`config.mk`:
```
export PLATFORM = sky130hd
export DESIGN_NAME = nn_mac_neuron
export DESIGN_NICKNAME = d
export VERILOG_FILES = /design/src/rtl/nn_mac_neuron.sv
export SDC_FILE = /design/constraint.sdc
export NUM_CORES = 1
export LEC_CHECK = 0
export CELL_PAD_IN_SITES_DETAIL_PLACEMENT = 1
export CELL_PAD_IN_SITES_GLOBAL_PLACEMENT = 1
export CORE_MARGIN = 2
export CORE_UTILIZATION = 41
export DETAILED_ROUTE_END_ITERATION = 8
export PLACE_DENSITY = 0.76
export SLEW_MARGIN = 5
export SYNTH_ARGS = -nofsm -noshare
export SYNTH_HDL_FRONTEND = slang
export SYNTH_SLANG_ARGS = --single-unit
```
`constraint.sdc`:
```
create_clock -name clk -period 23.1 [get_ports clk]
set_input_delay 4.62 -clock clk [delete_from_list [all_inputs] [get_ports clk]]
set_output_delay 4.62 -clock clk [all_outputs]
set_load 0.1 [all_outputs]
```
`src/rtl/nn_mac_neuron.sv`:
```
// Streaming multiply-accumulate neuron: LANES signed products per beat, N_IN/LANES beats per vector,
// bias on the first beat, then shift + saturate. Optional ReLU on the output: define NN_MAC_RELU_EN.
module nn_mac_neuron #(
  parameter int DATA_W = 8,
  parameter int LANES  = 4,
  parameter int N_IN   = 16,
  parameter int ACC_W  = 24,
  parameter int BIAS_W = 16,
  parameter int SHIFT  = 0,
  parameter int OUT_W  = 16,
  localparam int N_BEATS = N_IN / LANES,
  localparam int BEAT_W  = (N_BEATS > 1) ? $clog2(N_BEATS) : 1
) (
  input  logic                      clk,
  input  logic                      reset,
  input  logic                      in_valid,
  output logic                      in_ready,
  input  logic [LANES*DATA_W-1:0]   weights,
  input  logic [LANES*DATA_W-1:0]   inputs,
  input  logic [BIAS_W-1:0]         bias,
  output logic                      out_valid,
  input  logic                      out_ready,
  output logic [OUT_W-1:0]          out_data,
  output logic                      out_sat,
  output logic [BEAT_W-1:0]         beat_idx
);

  typedef enum logic {ST_ACC, ST_HOLD} state_t;

  localparam logic [BEAT_W-1:0] LAST_BEAT = BEAT_W'(N_BEATS - 1);

  state_t                  state;
  logic                    fire;
  logic signed [ACC_W-1:0] acc;
  logic signed [ACC_W-1:0] lane_sum;
  logic signed [ACC_W-1:0] bias_ext;
  logic signed [ACC_W-1:0] acc_next;
  logic signed [ACC_W-1:0] shifted;
  logic [OUT_W-1:0]        sat_data;
  logic [OUT_W-1:0]        res_data;
  logic                    res_sat;

  assign in_ready = (state == ST_ACC);
  assign fire     = in_valid && in_ready;

  always_comb begin
    lane_sum = '0;
    for (int k = 0; k < LANES; k++)
      lane_sum = lane_sum + ACC_W'($signed(weights[k*DATA_W +: DATA_W]) *
                                   $signed(inputs[k*DATA_W +: DATA_W]));
  end

  assign bias_ext = ACC_W'($signed(bias));
  assign acc_next = ((beat_idx == '0) ? bias_ext : acc) + lane_sum;
  assign shifted  = acc_next >>> SHIFT;

  // Value fits when every bit from the output sign bit upward matches the accumulator sign.
  if (OUT_W < ACC_W) begin : g_sat
    always_comb begin
      res_sat = (shifted[ACC_W-1:OUT_W-1] != {(ACC_W-OUT_W+1){shifted[ACC_W-1]}});
      if (!res_sat)
        sat_data = shifted[OUT_W-1:0];
      else if (shifted[ACC_W-1])
        sat_data = {1'b1, {(OUT_W-1){1'b0}}};
      else
        sat_data = {1'b0, {(OUT_W-1){1'b1}}};
    end
  end else begin : g_wide
    assign res_sat  = 1'b0;
    assign sat_data = OUT_W'(shifted);
  end

`ifdef NN_MAC_RELU_EN
  assign res_data = sat_data[OUT_W-1] ? '0 : sat_data;
`else
  assign res_data = sat_data;
`endif

  always_ff @(posedge clk or posedge reset) begin
    if (reset) begin
      state     <= ST_ACC;
      acc       <= '0;
      beat_idx  <= '0;
      out_valid <= 1'b0;
      out_data  <= '0;
      out_sat   <= 1'b0;
    end else begin
      case (state)
        ST_ACC: begin
          if (fire) begin
            acc <= acc_next;
            if (beat_idx == LAST_BEAT) begin
              beat_idx  <= '0;
              out_data  <= res_data;
              out_sat   <= res_sat;
              out_valid <= 1'b1;
              state     <= ST_HOLD;
            end else begin
              beat_idx <= beat_idx + BEAT_W'(1);
            end
          end
        end
        ST_HOLD: begin
          if (out_ready) begin
            out_valid <= 1'b0;
            acc       <= '0;
            state     <= ST_ACC;
          end
        end
        default: state <= ST_ACC;
      endcase
    end
  end

endmodule

```
# --- Word level (Yosys, flattened, before mapping) ---
# Cells that the tools add are included.
# W data, S select, Z words.
op_classes:
  add_sub_neg: 5
  n_mul: 4
  eq_ne: 5
  mux: 15
  bitwise: 1
  reduce_logical: 6
op_table:
  columns: ["cell", "count"]
  rows:
  - ["$mux W24", 3]
  - ["$mul A8 B8 Y16", 4]
  - ["$pmux W24 S2", 1]
  - ["$mux W16", 2]
  - ["$add A24 B19 Y24", 1]
  - ["$add A18 B16 Y19", 1]
  - ["$add A17 B16 Y18", 1]
  - ["$add A16 B16 Y17", 1]
  - ["$ne A8 B8 Y1", 1]
  - ["$mux W1", 6]
  - ["$reduce_and A3 Y1", 2]
  - ["$ne A2 B1 Y1 const B", 2]
  - ["$pmux W1 S2", 2]
  - ["$reduce_and A2 Y1", 2]
  - ["$add A2 B1 Y2 const B", 1]
  - ["$eq A2 B2 Y1 const B", 1]
  - ["$logic_not A2 Y1", 1]
  - ["$mux W2", 1]
  - ["$ne A2 B2 Y1 const B", 1]
  - ["$logic_and A1 B1 Y1", 1]
  - ["$not A1 Y1", 1]
totals:
  ff_bits: 45
  inputBits: 84
  out_inout_bits: 21
  word_cells: 42

# --- Logic depth before layout (Yosys ltp) ---
depth:
  depth_word: 7
  ltp_mapped: 30
  ltp_nobuf: 27

# --- Worst setup path before layout ---
# No wires, ideal clock.
synth_path:
  path_kind: "in2reg"
  from: "in inputs[0]"
  to: "reg out_data[0]"
  setup_ns: 0.122
  t_arrival_ns: 11.969
  t_required_ns: 22.978
  path_slack_ns: 11.010
  stages: 26
  path_buffers: 1
  cell_sequence: "nand2_1 -> inv_1 -> fa_1 -> inv_1 -> fa_1 -> inv_1 -> fa_1 -> inv_1 -> fa_1 -> inv_1 -> fa_1 -> fa_1 -> inv_1 -> fa_1 -> fa_1 -> inv_1 -> ha_1 -> o2111a_2 -> or4b_4 -> a311o_1 -> o2111ai_2 -> nand4_2 -> nor4_4 -> buf_6 -> o21bai_1 -> a22o_1"
synth_between:
  elab_chain_cells: 7
  word_cells_on_any_way: 8
  cone_classes: "add/sub: 4; mul: 1; eq/ne: 1; mux: 2"
synth_lines:
  columns: ["item", "line", "source"]
  rows:
  - ["from (decl)", "19", "input logic [LANES*DATA_W-1:0] inputs,"]
  - ["$mul A8 B8 Y16 (*)", "49", "lane_sum = lane_sum + ACC_W'($signed(weights[k*DATA_W +: DATA_W]) *"]
  - ["$add A16 B16 Y17 (*)", "49", null]
  - ["$add A17 B16 Y18 (*)", "49", null]
  - ["$add A18 B16 Y19 (*)", "49", null]
  - ["$add A24 B19 Y24 (*)", "54", "assign acc_next = ((beat_idx == '0) ? bias_ext : acc) + lane_sum;"]
  - ["$ne A8 B8 Y1 or $mux W16 (tied branches)", "60, 63", null]
  - ["$mux W16 (*)", "61", "if (!res_sat)"]
  - ["to (signal assigned)", "94", "out_data <= res_data;"]
  - ["to (decl)", "23", "output logic [OUT_W-1:0] out_data,"]
# Mark *: on every way between the ends. The rest lies on a longest branch, timed or not.
# A chain may end at the register's enable or synchronous reset.

# --- Worst setup path after layout ---
layout_path:
  from: "in weights[7]"
  to: "reg out_data[4]"
layout_between:
  elab_chain_cells: 7
  word_cells_on_any_way: 8
  cone_classes: "add/sub: 4; mul: 1; eq/ne: 1; mux: 2"
layout_lines:
  columns: ["item", "line", "source"]
  rows:
  - ["from (decl)", "18", "input logic [LANES*DATA_W-1:0] weights,"]
  - ["$mul A8 B8 Y16 (*)", "49", null]
  - ["$add A16 B16 Y17 (*)", "49", null]
  - ["$add A17 B16 Y18 (*)", "49", null]
  - ["$add A18 B16 Y19 (*)", "49", null]
  - ["$add A24 B19 Y24 (*)", "54", null]
  - ["$ne A8 B8 Y1 or $mux W16 (tied branches)", "60, 63", null]
  - ["$mux W16 (*)", "61", null]
# Marked as above.

==> results.py <==
metrics = {
    "run_status": {
        "status": "finished clean",
    },
    "place": {
        "place_congestion": 0.8693,
        "pre_cts_slack_ps": 9173,
        "hpwl_mm": 35.37,
        "io_buffers": 104,
    },
    "synthesis": {
        "synth_flop_cell": "dfrtp_1",
        "async_reset_ff_share_pct": 100.0,
        "synth.distinct_cells": 61,
        "syn_area_mm2": 0.01535,
        "syn_nets": 2123,
        "synthCells": 1534,
        "synthAdderAreaFrac_pct": 60.43,
        "synth-simple-area-share_pct": 11.91,
        "synth_xor_xnor_area_share_pct": 1.426,
        "syn_area_per_cell_um2": 10.01,
        "synth_top_family_by_area": "adder cells",
        "muxShareOfSynthArea_pct": 1.141,
        "synth_top_area_cell": "fa_1",
        "synth_edf_count": 0,
        "synth_top_area_share_pct": 51.39,
        "ys_warn_count": 0,
        "synth_compound_area_share_pct": 6.138,
        "synth.top_cells.by_area": "fa_1, inv_1, ha_1",
        "seq_area_frac_synth_pct": 7.336,
        "ys_seq_elements": 45,
    },
    "critical_path": {
        "crit_path_start_kind": "input port",
        "crit_type": "input port to flip-flop",
        "cp.arrival_ps": 13810,
        "cp-end-kind": "flip-flop",
        "cp_max_fo": 16,
        "cp.required_ps": 23280,
        "r2r_slack_ps": 13520,
    },
    "global_routing": {
        "antenna_found_initial": 0,
        "grt_pass1_wl_mm": 65.92,
        "grt.overflow.total": 0,
        "grt_use_total_pct": 21.76,
        "grt_pass1_vias": 12500,
        "grt_max_degree": 46,
    },
    "timing": {
        "setup_viol_count_final": 0,
        "maxSlewViolCount": 0,
        "worst_slew_pin_slew_ps": 1087,
        "fin_crit_sh_pct": 59.01,
        "relSlewSlack_pct": 27.56,
        "tns_ps": 0,
        "hold_viol_final": 0,
        "fin_hold_ws_ps": 483.2,
        "rsz0062_at_grt": "no",
        "setup_ws_ps": 9469,
        "clock.fmax_mhz": 73.36,
        "finalCriticalPeriod_ps": 13630,
        "clock-skew-final_ps": 5.066,
    },
    "routing": {
        "first_pass_iters": 5,
        "viasPerCell": 5.020,
        "wl_per_cell_um": 18.68,
        "drc": 0,
        "routed_wl_mm": 39.11,
        "drtIter0Drc": 365,
        "ant_nets": 0,
        "vias": 10510,
    },
    "floorplanning": {
        "die-area_mm2": 0.03900,
        "die_x_um": 197.5,
        "start_util_pct": 41.83,
        "die_y_um": 197.5,
        "placementRows": 70,
        "core-area_mm2": 0.03670,
        "ios": 105,
    },
    "clock_tree": {
        "cts_buffer_depth": 2,
        "ctsResizeCount": 0,
        "cts_hold_buf": 0,
        "clock-sinks": 45,
        "cts.clk_slew.worst_paths_ps": 70,
        "insertion_delay_ps": 290,
        "cts_made_buffers": 5,
        "cts_root_buf": "clkbuf_16",
        "h-tree-depth": 2,
        "postCtsSetupBuffers": 0,
        "cts_tree": "built",
    },
    "cells_and_area": {
        "layout-drive-gt1-share_pct": 1.538,
        "nets": 2213,
        "n_antenna_cell": 0,
        "final_common_cell": "inv_1",
        "layout_common_cells": "inv_1, fa_1, and2_1",
        "syn_to_final_growth_pct": 11.20,
    },
    "flow_run": {
        "max-cap-violations": 0,
    },
    "worst_hold_path": {
        "hold_path_class": "flip-flop to flip-flop",
    },
}
## path summary, 6_finish.rpt
check                              end   startpoint  cells after the start
max reg2reg                    out_sat  beat_idx[0]                     25
min                             acc[4]       acc[4]                      2
max in group asynchronous       acc[8]        reset                      2
min reg2reg                     acc[4]       acc[4]                      2
min in group asynchronous      acc[19]        reset                      2
max                        out_data[4]   weights[7]                     25
## state kept, by name, indices dropped and copies added (netlist names)
signal,flops
acc,24
beat_idx,2
out_data,16
out_sat,1
out_valid,1
state,1
## worst max-delay path, stage by stage
cell and delay [ps]:
clkdlybuf4s50_1 690, nand2_1 720, fa_1 770, fa_1 570
inv_1 50, fa_1 490, inv_1 60, fa_1 510
fa_1 510, inv_1 50, fa_1 500, fa_1 520
inv_1 50, fa_1 490, inv_1 50, ha_1 360
a211oi_1 330, nand2_1 100, o211ai_1 360, a21o_1 250
a2111o_1 160, o2111ai_1 260, nor4_4 880, o21ai_0 190
a22o_1 230
## cell type report
cell class | instances | area [um2]
Inverter | 444 | 1667
Multi-Input combinational cell | 1022 | 12440
Fill cell | 4085 | 19630
Tap cell | 468 | 585.6
Sequential cell | 45 | 1126
Timing Repair Buffer | 106 | 1056
Clock buffer | 5 | 125.1
Clock inverter | 3 | 68.82
## logic make-up (layout without fill, tap and decap cells)
| family | Yosys count | after routing |
|---|---|---|
| flops | 45 | 45 |
| buf+inv | 467 | 558 |
| simple gates | 341 | 341 |
| mux | 17 | 17 |
| compound gates | 134 | 134 |
| fa+ha+maj | 505 | 505 |
| xor+xnor | 25 | 25 |
## metal layers
metal | global-route usage (%) | wire length, um | share of wire (%) | up-vias
met4 | 3.732 | 678 | 1.7 | 0
met2 | 40.86 | 21680 | 55 | 166
met3 | 1.946 | 1005 | 2.6 | 35
met5 | 0 | 0 | 0 | -
li1 | - | - | - | 4703
met1 | 27.52 | 15740 | 40 | 5602
## synth_stat cells (7+ instances only)
cell type  count
o21ai_0       29
ha_1         111
clkbuf_1      12
and2_1       131
a21o_1         7
nand2b_1      12
inv_1        443
a21oi_1       26
a22o_1        28
fa_1         394
dfrtp_1       45
o21bai_1      13
xnor2_1       20
nor2b_1       23
nand2_1      128
nor2_1        14
mux2i_1       13
## stage by stage
step / instances / util, % / area (um2)
floorplan: 1534 / - / 15350
global placement: 2085 / 45.98 / 16870
detailed placement: 2085 / 45.98 / 16870
CTS: 2093 / 46.51 / 17070
global route: 2093 / 46.51 / 17070
finish: 2093 / 46.51 / 17070
Power is not shown: default switching activity piles up to over one toggle a cycle in this logic, so the estimate is an artifact.
